File: src/rtl/traffic_display_scanner_pkg.sv
// ============================================================================
// Module      : traffic_display_scanner_pkg
// Description : Shared constants for the multiplexed 7-segment display scanner
// Revision    : 1.0 - initial release
// ============================================================================
`default_nettype none

package traffic_display_scanner_pkg;

    localparam int c_digit_count   = 4;
    localparam int c_segment_width = 7;
    localparam int c_display_width = 14;

    localparam logic [1:0] c_st_idle  = 2'd0;
    localparam logic [1:0] c_st_blank = 2'd1;
    localparam logic [1:0] c_st_show  = 2'd2;

    localparam logic [3:0] c_sel_slot0 = 4'b1110;
    localparam logic [3:0] c_sel_slot1 = 4'b1101;
    localparam logic [3:0] c_sel_slot2 = 4'b1011;
    localparam logic [3:0] c_sel_slot3 = 4'b0111;
    localparam logic [3:0] c_sel_none  = 4'b1111;

    // Segment patterns, bit order gfedcba, active-high
    localparam logic [6:0] c_seg_0 = 7'b0111111;
    localparam logic [6:0] c_seg_1 = 7'b0000110;
    localparam logic [6:0] c_seg_2 = 7'b1011011;
    localparam logic [6:0] c_seg_3 = 7'b1001111;
    localparam logic [6:0] c_seg_4 = 7'b1100110;
    localparam logic [6:0] c_seg_5 = 7'b1101101;
    localparam logic [6:0] c_seg_6 = 7'b1111101;
    localparam logic [6:0] c_seg_7 = 7'b0000111;
    localparam logic [6:0] c_seg_8 = 7'b1111111;
    localparam logic [6:0] c_seg_9 = 7'b1101111;

    function automatic logic [3:0] slot_select(input logic [1:0] slot);
        case (slot)
            2'd0:    return c_sel_slot0;
            2'd1:    return c_sel_slot1;
            2'd2:    return c_sel_slot2;
            default: return c_sel_slot3;
        endcase
    endfunction

endpackage

`default_nettype wire

File: src/rtl/traffic_display_scanner_digit_slot_counter.sv
// ============================================================================
// Module      : digit_slot_counter
// Description : Tick-within-slot and slot-within-frame counters with terminals
// Revision    : 1.0 - initial release
// ============================================================================
`default_nettype none

module digit_slot_counter #(
    parameter int TICKS_PER_DIGIT = 4,
    parameter int TICK_WIDTH      = $clog2(TICKS_PER_DIGIT)
) (
    input  logic                  i_clk,
    input  logic                  i_rst_n,
    input  logic                  i_clear,
    input  logic                  i_advance,
    output logic [TICK_WIDTH-1:0] o_tick,
    output logic [1:0]            o_slot,
    output logic                  o_tick_last,
    output logic                  o_frame_last
);

    localparam logic [TICK_WIDTH-1:0] c_tick_last = TICK_WIDTH'(TICKS_PER_DIGIT - 1);

    logic [TICK_WIDTH-1:0] r_tick;
    logic [1:0]            r_slot;

    always_ff @(posedge i_clk or negedge i_rst_n) begin
        if (!i_rst_n) begin
            r_tick <= '0;
            r_slot <= 2'd0;
        end else if (i_clear) begin
            r_tick <= '0;
            r_slot <= 2'd0;
        end else if (i_advance) begin
            if (r_tick == c_tick_last) begin
                r_tick <= '0;
                r_slot <= r_slot + 2'd1;
            end else begin
                r_tick <= r_tick + TICK_WIDTH'(1);
            end
        end
    end

    assign o_tick       = r_tick;
    assign o_slot       = r_slot;
    assign o_tick_last  = (r_tick == c_tick_last);
    assign o_frame_last = (r_tick == c_tick_last) && (r_slot == 2'd3);

endmodule

`default_nettype wire

File: src/rtl/traffic_display_scanner.sv
// ============================================================================
// Module      : traffic_display_scanner
// Description : Scans row/column countdown digits onto a 4-digit muxed panel
// Revision    : 1.0 - initial release
// ============================================================================
`default_nettype none

module traffic_display_scanner
    import traffic_display_scanner_pkg::*;
#(
    parameter int TICKS_PER_DIGIT = 4,
    parameter int BLANK_TICKS     = 1
) (
    input  logic        clock,
    input  logic        reset,
    input  logic        enable,
    input  logic [13:0] row_display,
    input  logic [13:0] column_display,
    output logic [6:0]  segment,
    output logic [3:0]  digit_select,
    output logic        frame_start
);

    localparam int c_tick_width = $clog2(TICKS_PER_DIGIT);
    localparam logic [c_tick_width-1:0] c_blank_last = c_tick_width'(BLANK_TICKS - 1);

    generate
        if (TICKS_PER_DIGIT < 2 || BLANK_TICKS < 1 || BLANK_TICKS > TICKS_PER_DIGIT - 1) begin : g_bad_params
            $fatal(1, "traffic_display_scanner: illegal TICKS_PER_DIGIT/BLANK_TICKS");
        end
    endgenerate

    logic [1:0]              r_state;
    logic [1:0]              w_next_state;
    logic [13:0]             r_row_shadow;
    logic [13:0]             r_col_shadow;
    logic [c_tick_width-1:0] w_tick;
    logic [1:0]              w_slot;
    logic                    w_tick_last;
    logic                    w_frame_last;
    logic                    w_clear;
    logic                    w_advance;
    logic                    w_load;
    logic [1:0]              w_next_slot;
    logic [6:0]              w_seg_next;
    logic [3:0]              w_sel_next;
    logic [6:0]              r_segment;
    logic [3:0]              r_digit_select;
    logic                    r_frame_start;

    digit_slot_counter #(
        .TICKS_PER_DIGIT (TICKS_PER_DIGIT),
        .TICK_WIDTH      (c_tick_width)
    ) u_counter (
        .i_clk        (clock),
        .i_rst_n      (reset),
        .i_clear      (w_clear),
        .i_advance    (w_advance),
        .o_tick       (w_tick),
        .o_slot       (w_slot),
        .o_tick_last  (w_tick_last),
        .o_frame_last (w_frame_last)
    );

    always_comb begin
        w_next_state = c_st_idle;
        w_load       = 1'b0;
        w_clear      = 1'b1;
        w_advance    = 1'b0;
        w_next_slot  = 2'd0;
        if (enable) begin
            case (r_state)
                c_st_idle: begin
                    w_next_state = c_st_blank;
                    w_load       = 1'b1;
                end
                c_st_blank: begin
                    w_clear      = 1'b0;
                    w_advance    = 1'b1;
                    w_next_slot  = w_slot;
                    w_next_state = (w_tick == c_blank_last) ? c_st_show : c_st_blank;
                end
                c_st_show: begin
                    w_clear     = 1'b0;
                    w_advance   = 1'b1;
                    w_next_slot = w_slot;
                    if (w_tick_last) begin
                        w_next_state = c_st_blank;
                        w_next_slot  = w_slot + 2'd1;
                        w_load       = w_frame_last;
                    end else begin
                        w_next_state = c_st_show;
                    end
                end
                default: w_next_state = c_st_idle;
            endcase
        end
    end

    // SHOW is only ever entered from BLANK, so the shadow is already settled
    always_comb begin
        w_seg_next = 7'b0;
        w_sel_next = c_sel_none;
        if (w_next_state == c_st_show) begin
            w_sel_next = slot_select(w_next_slot);
            case (w_next_slot)
                2'd0:    w_seg_next = r_row_shadow[13:7];
                2'd1:    w_seg_next = r_row_shadow[6:0];
                2'd2:    w_seg_next = r_col_shadow[13:7];
                default: w_seg_next = r_col_shadow[6:0];
            endcase
        end
    end

    always_ff @(posedge clock or negedge reset) begin
        if (!reset) begin
            r_state        <= c_st_idle;
            r_row_shadow   <= '0;
            r_col_shadow   <= '0;
            r_segment      <= 7'b0;
            r_digit_select <= c_sel_none;
            r_frame_start  <= 1'b0;
        end else begin
            r_state        <= w_next_state;
            r_segment      <= w_seg_next;
            r_digit_select <= w_sel_next;
            r_frame_start  <= w_load;
            if (w_load) begin
                r_row_shadow <= row_display;
                r_col_shadow <= column_display;
            end
        end
    end

    assign segment      = r_segment;
    assign digit_select = r_digit_select;
    assign frame_start  = r_frame_start;

endmodule

`default_nettype wire

File: config.mk
export PLATFORM = sky130hd
export DESIGN_NAME = traffic_display_scanner
export DESIGN_NICKNAME = d
export VERILOG_FILES = /design/src/rtl/traffic_display_scanner_pkg.sv /design/src/rtl/traffic_display_scanner_digit_slot_counter.sv /design/src/rtl/traffic_display_scanner.sv
export SDC_FILE = /design/constraint.sdc
export NUM_CORES = 1
export LEC_CHECK = 0
export ABC_CLOCK_PERIOD_IN_PS = 2150
export BUFFER_PORTS_ARGS = -buffer_cell sky130_fd_sc_hd__buf_2
export CAP_MARGIN = 20
export CORE_MARGIN = 10
export CORE_UTILIZATION = 53
export DETAILED_ROUTE_END_ITERATION = 10
export PLACE_DENSITY = 0.8
export REMOVE_ABC_BUFFERS = 1
export SLEW_MARGIN = 20
export SYNTH_ARGS = -nofsm -noshare
export SYNTH_HDL_FRONTEND = slang
export SYNTH_SLANG_ARGS = --single-unit
File: constraint.sdc
create_clock -name clock -period 2.15 [get_ports clock]
set_input_delay 0.215 -clock clock [delete_from_list [all_inputs] [get_ports clock]]
set_output_delay 0.215 -clock clock [all_outputs]
set_load 0.01 [all_outputs]
==> impl_results.md <==
* Status: finished clean
* Yosys Warn Count at 0
* Avg WL per Cell at 13.45 µm
* Cells after synthesis at 203
* Setup violators final at 0
* DR WL met2 at 1972 µm
* TritonCTS clock tree: yes
* Synth cell types at 29
* Largest net degree at the start of global routing at 47
* CP Max Fanout at 8
* # Max-Cap Violations at 0
* Final Critical Period at 1.961 ns
* Synth Area in Adders at 4.287%
* Post-CTS setup buffers at 0
* Die area at 6739 µm²
* Crit path buf inv count at 1
* Synthesized flop and latch total at 46
* PortBufs at 42
* Nets at 285
* Pleak at 1.232 nW
* Setup Skew at 0.01030 ns
* Row count at 22
* Kind of critical path: flop to flop
* Top cells by area, synth: dfrtp_1 (51%), nand2_1 (16%), mux2i_1 (7.3%)
* Gr usage total at 12.94%
* Total CTS buffers at 5
* Relative slew margins at 36.79%
* Post-route cell area at 2397 µm²
* Routability cong. at 0.9007
* Final hold vios at 0
* Cts hold-fix bufs at 0
* Post-synthesis sequential area ratio at 56.58%
* Xor and xnor area share after synthesis at 0.4287%
* Post-DRT Antenna Nets at 0
* Fill count at 325
* Reg2reg setup slack at 0.19 ns
* Routed wire length at 3980 µm
* Gr ovfl total at 0
* Share of layout cells above drive strength 1 at 26.61%
* Peak VDD IR at 0.0007446 V
* Post-DP Area at 2291 µm²
* Metal1 wirelength at 1705 µm
* Crit. End Element: flop
* Top Layer Used: met4
* Largest area contributor in the netlist: dfrtp_1
* Setup_tns at 0 ns
* Antenna violations before repair at 0
* Initial DRT Pass Iterations at 4
* Synth Cell Area at 2043 µm²
* Initial DRC count at 55
* DRC errors left at 0
* Die height at 82.09 µm
* P&R area growth vs syn at 17.33%
* Die Width at 82.09 µm
* Achievable Freq at 509.9 MHz
* Starting Density at 55.39%
* Critical Path Max Stage Delay at 0.45 ns
* Fin crit share at 91.21%
* Root Driver: clkbuf_8
* Worst hold path type: input port to async pin
* Simple-gate share of the synthesized area at 20.82%
* Metal3 WL at 242 µm
* Htree depth at 2
* Kind of cell adding the most delay to the critical path: compound AO/OA/AOI/OAI gates
* Synth Area in Compound Gates at 6.307%
* Slowest-stage cell, CP: a221oi_2
* Post-DP HPWL at 2941 µm
* Crit start category: flop
* Slew Viols, Final at 0
* RSZ-0062 raised after global routing: false
* Number of global-route vias before repair at 1626
* Skew-Pair Late Insertion Delay at 0.30 ns
* # diodes at 0
* Synth Area per Inst at 10.07 µm²
* Yosys top cell area share at 51.44%
* Sink Count at 46
* Core Region at 3689 µm²
* Mux contribution to synthesized area at 7.348%
* Via count of the routed design at 1464
* Least-Margin Pin Slew at 0.9482 ns
* First-pass GRT wire length at 6941 µm
* P per Cell Area at 1138 nW/µm²
* Final core occ at 64.99%
* Maximum root-to-sink buffer count at 2
* Clk slew on worst S/H paths at 0.09 ns
* Main combinational cell family by area after synthesis: simple AND/OR/NAND/NOR gates
* Vias per std cell at 4.946
* I/O pin cnt at 43
* Crit path DAT at 2.17 ns
* Crit-path cells: inv_1 -> ha_1 -> a221oi_2 -> o211ai_1 -> or2_4 -> o22ai_1
* Critical Path RT at 2.36 ns
## cells in the final DEF, fill, tap and decap left out, drive strengths merged
cell     instances
nand2           86
a221oi           1
nand3            2
or2              2
buf             47
a21oi            2
o21ai            1
nor2             3
ha               7
dfrtp           42
nand2b           4
or3              1
o211ai           1
nor2b            2
o22ai            8
clkbuf           8
dfstp            4
o2111ai          1
a211oi           1
inv              6
mux2i           15
nor3             1
and3             2
xnor2            1
## flip-flops by register name (all words and copies together), names as in the netlist
signal and flops:
digit_select 4, r_state 2, frame_start 1, u_counter.o_slot 2
r_row_shadow 14, segment 7, r_col_shadow 14, u_counter.o_tick 2
## final cells by class
class	count	area [µm²]	share of cell area [%]
Inverter	6	22.52	0.9395
Timing Repair Buffer	47	247.7	10.33
Multi-Input combinational cell	141	820.8	34.24
Sequential cell	46	1156	48.23
Clock buffer	8	90.09	3.758
Tap cell	48	60.06	2.505
## per-stage QoR
stage	setup WS [ns]	hold WS (ns)	cells	total power, mW
2_1_floorplan	-0.4440	-0.08059	193	1.920
3_3_place_gp	0.2345	0.4041	288	2.163
3_5_place_dp	0.1445	0.4063	288	2.204
4_1_cts	0.1244	0.09961	296	2.731
5_1_grt	0.03636	0.1148	296	2.954
6_report	0.1890	0.06409	296	2.728
## power breakdown
part	total, mW	internal, mW	switching, mW
combinational	0.865	0.336	0.529
clock	0.532	0.262	0.269
sequential	1.33	1.18	0.156
## Yosys cell counts (all sizes together)
cell     number
and3          2
clkbuf        1
buf           9
nand2b        4
a211oi        1
o22ai         8
ha            7
mux2i        15
nor2          3
o2111ai       1
nor2b         2
dfrtp        42
nand3         2
nor3          1
o211ai        1
or2           2
or3           1
xnor2         1
a221oi        1
dfstp         4
nand2        86
a21oi         2
o21ai         1
inv           6
## layer usage
metal | vias up | track usage [%]
li1 | 742 | -
met1 | 682 | 14.91
met2 | 33 | 21.87
met3 | 7 | 3.996
met4 | 0 | 5.442
met5 | - | 0
## worst paths after layout
check                               startpoint  cells past startpoint                   to
max in group asynchronous                reset                      1           segment[1]
min                                      reset                      1  u_counter.o_tick[0]
max                                 r_state[1]                      6           segment[5]
max reg2reg                         r_state[1]                      6           segment[5]
min in group clock           column_display[7]                      3      r_col_shadow[7]
min reg2reg                u_counter.o_tick[0]                      1  u_counter.o_tick[0]
## logic make-up after synthesis
group	count (synthesis)
simple gates	103
xor+xnor	1
mux	15
flops	46
buf+inv	16
compound gates	15
fa+ha+maj	7
## timing repair
action / in CTS / in global routing
resized for setup: 0 / 3
endpoints found under the hold margin: 0 / 0
endpoints found under the setup margin: 0 / 8
Note: power is estimated with default switching activity, not from simulation.
